===== src/rtl/cpm_arb_mt.sv =====
// ----------------------------------------------------------------------------
// cpm_arb_mt
// Multi-target round-robin arbiter. Each target (bank) independently picks one
// of the requesters currently pointing at it, searching upward from its own
// round-robin pointer. Grants are combinational: zero-cycle latency.
//
// Optional feature (macro CPM_ARB_MT_LOCK_EN):
//   defined   - multi-beat bursts lock a target to its owner until the beat
//               carrying req_last; the pointer advances only on that beat.
//   undefined - req_last is ignored, tgt_lock is always 0, and the pointer
//               advances on every granted beat.
//
// Ports:
//   clk       - clock, all state updates on the rising edge
//   rst       - synchronous active-high reset
//   req_vld   - per-requester request valid
//   req_tgt   - per-requester target index, requester i at [i*TGT_AW +: TGT_AW]
//   req_last  - per-requester final-beat marker
//   gnt       - per-requester grant (beat moves when req_vld & gnt)
//   tgt_vld   - target t is receiving a beat this cycle
//   tgt_src   - requester served by target t, [t*REQ_AW +: REQ_AW], 0 if idle
//   tgt_lock  - registered, target t is locked to a burst owner
// ----------------------------------------------------------------------------
module cpm_arb_mt #(
    parameter int REQ_NUM = 4,
    parameter int TGT_NUM = 4,
    parameter int REQ_AW  = $clog2(REQ_NUM),
    parameter int TGT_AW  = $clog2(TGT_NUM)
) (
    input  logic                      clk,
    input  logic                      rst,
    input  logic [REQ_NUM-1:0]        req_vld,
    input  logic [REQ_NUM*TGT_AW-1:0] req_tgt,
    input  logic [REQ_NUM-1:0]        req_last,
    output logic [REQ_NUM-1:0]        gnt,
    output logic [TGT_NUM-1:0]        tgt_vld,
    output logic [TGT_NUM*REQ_AW-1:0] tgt_src,
    output logic [TGT_NUM-1:0]        tgt_lock
);

    logic [REQ_AW-1:0] ptr_q [TGT_NUM];
    logic [REQ_AW-1:0] ptr_d [TGT_NUM];
    logic [REQ_AW-1:0] win   [TGT_NUM];
    logic [TGT_AW-1:0] tgt_of [REQ_NUM];

    // Wrap-around increment used to move the pointer past the last winner.
    function automatic logic [REQ_AW-1:0] next_ptr(input logic [REQ_AW-1:0] w);
        return (w == REQ_AW'(REQ_NUM - 1)) ? '0 : w + 1'b1;
    endfunction

    // Unpack the flat target-index bus into one entry per requester.
    always_comb begin
        for (int i = 0; i < REQ_NUM; i++) begin
            tgt_of[i] = req_tgt[i*TGT_AW +: TGT_AW];
        end
    end

`ifdef CPM_ARB_MT_LOCK_EN
    typedef enum logic {IDLE, LOCK} lock_state_t;

    lock_state_t       state_q [TGT_NUM];
    lock_state_t       state_d [TGT_NUM];
    logic [REQ_AW-1:0] own_q   [TGT_NUM];
    logic [REQ_AW-1:0] own_d   [TGT_NUM];
    logic [REQ_NUM-1:0] owned;

    // Requesters that currently own a lock somewhere; every other target
    // must ignore them so a burst owner is never served twice.
    always_comb begin
        owned = '0;
        for (int t = 0; t < TGT_NUM; t++) begin
            if (state_q[t] == LOCK) begin
                owned[own_q[t]] = 1'b1;
            end
        end
    end

    always_comb begin
        for (int t = 0; t < TGT_NUM; t++) begin
            tgt_lock[t] = (state_q[t] == LOCK);
        end
    end
`else
    logic unused_last;
    assign unused_last = ^req_last;
    assign tgt_lock    = '0;
`endif

    // Per-target arbitration. A locked target only considers its owner; an
    // unlocked one scans from its pointer upward with wrap. Each requester
    // names a single target, so it can win at most one target per cycle.
    always_comb begin
        int                r;
        logic              hit;
        logic              elig;
        logic [REQ_AW-1:0] ridx;
        gnt     = '0;
        tgt_vld = '0;
        tgt_src = '0;
        r       = 0;
        hit     = 1'b0;
        elig    = 1'b0;
        ridx    = '0;
        for (int t = 0; t < TGT_NUM; t++) begin
            win[t] = '0;
        end
        if (!rst) begin
            for (int t = 0; t < TGT_NUM; t++) begin
                hit = 1'b0;
                for (int k = 0; k < REQ_NUM; k++) begin
                    r = int'(ptr_q[t]) + k;
                    if (r >= REQ_NUM) begin
                        r = r - REQ_NUM;
                    end
                    ridx = REQ_AW'(r);
                    elig = req_vld[ridx] && (tgt_of[ridx] == TGT_AW'(t));
`ifdef CPM_ARB_MT_LOCK_EN
                    if (state_q[t] == LOCK) begin
                        elig = elig && (own_q[t] == ridx);
                    end else begin
                        elig = elig && !owned[ridx];
                    end
`endif
                    if (!hit && elig) begin
                        hit    = 1'b1;
                        win[t] = ridx;
                    end
                end
                if (hit) begin
                    tgt_vld[t]                  = 1'b1;
                    tgt_src[t*REQ_AW +: REQ_AW] = win[t];
                    gnt[win[t]]                 = 1'b1;
                end
            end
        end
    end

    // Next-state: pointer movement and, when locking is built in, the
    // IDLE/LOCK transitions driven by each completed beat.
    always_comb begin
        for (int t = 0; t < TGT_NUM; t++) begin
            ptr_d[t] = ptr_q[t];
`ifdef CPM_ARB_MT_LOCK_EN
            state_d[t] = state_q[t];
            own_d[t]   = own_q[t];
`endif
        end
        for (int t = 0; t < TGT_NUM; t++) begin
            if (tgt_vld[t]) begin
`ifdef CPM_ARB_MT_LOCK_EN
                if (req_last[win[t]]) begin
                    ptr_d[t]   = next_ptr(win[t]);
                    state_d[t] = IDLE;
                end else if (state_q[t] == IDLE) begin
                    state_d[t] = LOCK;
                    own_d[t]   = win[t];
                end
`else
                ptr_d[t] = next_ptr(win[t]);
`endif
            end
        end
    end

    // State registers; reset drops any lock and gives requester 0 priority.
    always_ff @(posedge clk) begin
        if (rst) begin
            for (int t = 0; t < TGT_NUM; t++) begin
                ptr_q[t] <= '0;
`ifdef CPM_ARB_MT_LOCK_EN
                state_q[t] <= IDLE;
                own_q[t]   <= '0;
`endif
            end
        end else begin
            ptr_q <= ptr_d;
`ifdef CPM_ARB_MT_LOCK_EN
            state_q <= state_d;
            own_q   <= own_d;
`endif
        end
    end

endmodule


===== config.mk =====
export PLATFORM = sky130hd
export DESIGN_NAME = cpm_arb_mt
export DESIGN_NICKNAME = d
export VERILOG_FILES = /design/src/rtl/cpm_arb_mt.sv
export SDC_FILE = /design/constraint.sdc
export NUM_CORES = 1
export LEC_CHECK = 0
export CORE_ASPECT_RATIO = 0.75
export CORE_MARGIN = 2
export CORE_UTILIZATION = 45
export DETAILED_ROUTE_END_ITERATION = 10
export MAX_ROUTING_LAYER = met4
export PLACE_DENSITY = 0.78
export SLEW_MARGIN = 20
export SYNTH_ARGS = -nofsm -noshare
export SYNTH_HDL_FRONTEND = slang
export SYNTH_SLANG_ARGS = --single-unit

===== constraint.sdc =====
create_clock -name clk -period 2.02 [get_ports clk]
set_input_delay 0.202 -clock clk [delete_from_list [all_inputs] [get_ports clk]]
set_output_delay 0.202 -clock clk [all_outputs]
set_load 0.01 [all_outputs]

==> results.md <==
- Synth Register Bits: 8
- Detailed-route via count: 1820
- Slowest cell on crit path: or4b_4
- Synth Area in Adders: 0.9474%
- Worst path arrival time: 1.94 ns
- Max reg flops: 8
- Routability cong.: 0.9631
- H-tree Lvls: 1
- Post-Route WL: 5212 um
- Starting Density: 46.39%
- Sequential share of power: 24.9%
- Syn Area/Cell: 7.204 sq um
- Synthesized cell area: 1189 sq um
- Worst VDD drop: 264.6 uV
- RSZ-0062 raised after global routing: yes
- Clock sinks: 8
- Worst reg2reg path startpoint: ptr_q[3]
- Pwr Density: 404.2 nW/um^2
- Max cap viols: 0
- Fill cells: 187
- Worst EP required: 1.82 ns
- Sw power: 336.1 uW
- Root Buffer: clkbuf_4
- Multi-input logic area: 1072 sq um
- Worst-path clk slew: 0.08 ns
- Core area: 2562 sq um
- Clock buffer depth: 2
- Non-Filler Cell Area, Final: 2008 sq um
- Gr ovfl total: 0
- Layout cell share with drive strength beyond 1: 46.18%
- Port buffer count: 29
- Total CTS buffers: 3
- FF-to-FF setup slack: 0.51 ns
- Nets: 269
- Die H: 48.51 um
- Post-Place Worst Slack: -0.6628 ns
- Max Clk Rate: 0.4669 GHz
- Crit path largest cell delay: 0.50 ns
- Final clock skew: 0.0001432 ns
- Number of synthesized flops with an enable pin: 0
- # rows: 16
- Most frequent cells after synthesis: nor2_1 (16), a21oi_1 (15), nand2_1 (12), dfxtp_1 (8), nand3b_1 (7)
- Average vias per placed instance: 6.386
- FF+latch area: 167.7 sq um
- Clk pwr share: 18.8%
- Post-synthesis cell count: 165
- Count of different cell masters after synthesis: 61
- First-pass GRT wire length: 8590 um
- ANT nets after route: 0
- Largest net degree at the start of global routing: 13
- Static Leak: 0.0009069 uW
- Most common cell in the netlist: nor2_1
- Final min period: 2.142 ns
- Biggest register: ptr_q
- Worst setup margin: -0.1219 ns
- Worst path cell trace: or4b_4 > buf_6 > a22oi_2 > o31ai_4 > a21oi_2 > o211ai_1 > buf_2
- Synthesis Warnings: 0
- Endpoints failing setup: 4
- Hold Crit Start: req_tgt[3]
- Mux share of post-synthesis cell area: 1.263%
- Drt wl/cell: 18.29 um
- Vias in the first global route: 1784
- Die span in x: 63.35 um
- Hold Violations, Final: 0
- Cts hold-fix bufs: 0
- Initial antenna violation count: 0
- HPWL after DPL: 3543 um
- Yosys top cell area share: 13.47%
- Main flop type after synthesis: dfxtp_1
- Largest registers: ptr_q (8)
- Hold Crit Class: in2reg
- Failing checks: setup timing
- Placed cell area: 1867 sq um
- Cell Count Post-Placement: 274
- Hold EP: ptr_q[1]
- # IOs: 38
- Status: finished with violations
- Non-Filler Instances: 285
- TritonRoute pass-1 iters: 5
- Clock Latency Late Sink: 0.28 ns
- Antenna fix cells: 0
- Synth Area in Compound Gates: 34.95%
- DR iter-0 viols: 168
- Synth Area in Simple Gates: 41.26%
- Hold path cells: 6
- GRT Util Overall: 36.00%
- Setup TNS Final: -0.2244 ns
- Post-Synth XOR/XNOR Area: 0%
- Switching Fraction: 41.40%
- Final period util: 106.0%
- Slew Limit Fails: 0
- Area growth syn-to-layout: 68.95%
- Residual DRC count: 0
- Internal power: 475.6 uW
- R2R depth: 4
- Die Area: 3073 sq um
- Register area share after synthesis: 13.47%
- Crit Path Max Fanout: 3
- Async SR Flop Fraction: 0%
- TritonCTS clock tree: done
- Main combinational cell family by area after synthesis: simple AND/OR/NAND/NOR gates
- Largest cells by area after synthesis: dfxtp_1 (13%), a21oi_1 (6.3%), nor2_1 (5.1%), nand3b_1 (4.4%), nand2_1 (3.8%)
- Comb pwr share: 56.3%
- Crit Path Category: reg2out
- Area leader, netlist: dfxtp_1
- Crit. End Element: output pin
- FF-to-FF End: ptr_q[3]
- Startpoint type of the worst setup path: register
==> worst max path at each step <==
stage	start	to	slack, ns	depth (start not counted)
3_3_place_gp	req_tgt[0]	gnt[2]	-0.60	7
6_report	ptr_q[6]	gnt[0]	-0.12	7
2_1_floorplan	ptr_q[0]	gnt[3]	0.34	5
5_1_grt	ptr_q[6]	gnt[0]	-0.15	7
3_5_place_dp	req_tgt[3]	gnt[3]	-0.66	9
4_1_cts	ptr_q[6]	gnt[0]	-0.08	7
==> worst max-delay path, delay by kind of cell, from the launching register on <==
kind            cells  cell delay, ns
buf+inv             2            0.28
simple gates        1            0.50
flops               1            0.34
compound gates      4            0.54
==> power groups by stage <==
stage	combinational [uW]	sequential (uW)	clock [uW]
2_1_floorplan	214	187	0
3_3_place_gp	397	198	0
3_5_place_dp	415	200	0
4_1_cts	431	198	146
5_1_grt	490	204	154
6_report	457	202	152
==> per-stage QoR <==
| stage | util (%) | total power, uW | hold slack, ns |
|---|---|---|---|
| detailed placement | 72.85 | 614.4 | 0.5818 |
| floorplan | - | 401.3 | 0.2841 |
| finish | 78.37 | 811.7 | 0.5258 |
| global route | 78.37 | 848.2 | 0.5680 |
| global placement | 72.85 | 594.9 | 0.5691 |
| CTS | 78.27 | 775.7 | 0.5763 |
==> layout make-up <==
class	count	area share (%)
clock buffer	3	1.121
sequential	8	8.349
tap	36	2.243
timing repair buffer	92	34.33
multi-input combinational	143	53.40
inverter	3	0.5607
==> layout by cell type, fill, tap and decap left out, drive strengths merged, types with 2 or more instances in the layout <==
cell type      count
dfxtp              8
nor3b              6
clkdlybuf4s50      2
conb               4
clkbuf            12
nor2b              2
nor3               6
nand3              6
a211oi             4
dlygate4sd2       12
inv                3
or3b               4
nor2              16
nand2             12
nand3b             8
nand2b             5
a2111oi            2
buf               68
a41oi              2
a22oi              3
a31oi              3
o21ai              5
and4b              3
and3               3
a21oi             15
o22ai              5
o221ai             4
==> timing repair <==
action	CTS	global route
endpoints found under the hold margin	0	0
pin swaps	11	11
gates resized for setup	66	29
endpoints found under the setup margin	16	13
buffers inserted	8	0
==> cell families (layout without fill, tap and decap cells) <==
kind of cell	count (synthesis)	count (layout)
and+or+nand+nor	80	80
adders and majority gates	1	1
muxes	1	1
DFF	8	8
buffers and inverters	17	98
other	1	4
AOI/OAI and AO/OA	57	57
==> routing by layer <==
| layer | global-route usage (%) | share of wire, % |
|---|---|---|
| met3 | 9.767 | 10 |
| met1 | 42.82 | 39 |
| met5 | - | 0 |
| met2 | 60.00 | 48 |
| met4 | 10.14 | 3.0 |
No activity file was read; power rests on OpenSTA's default activity.
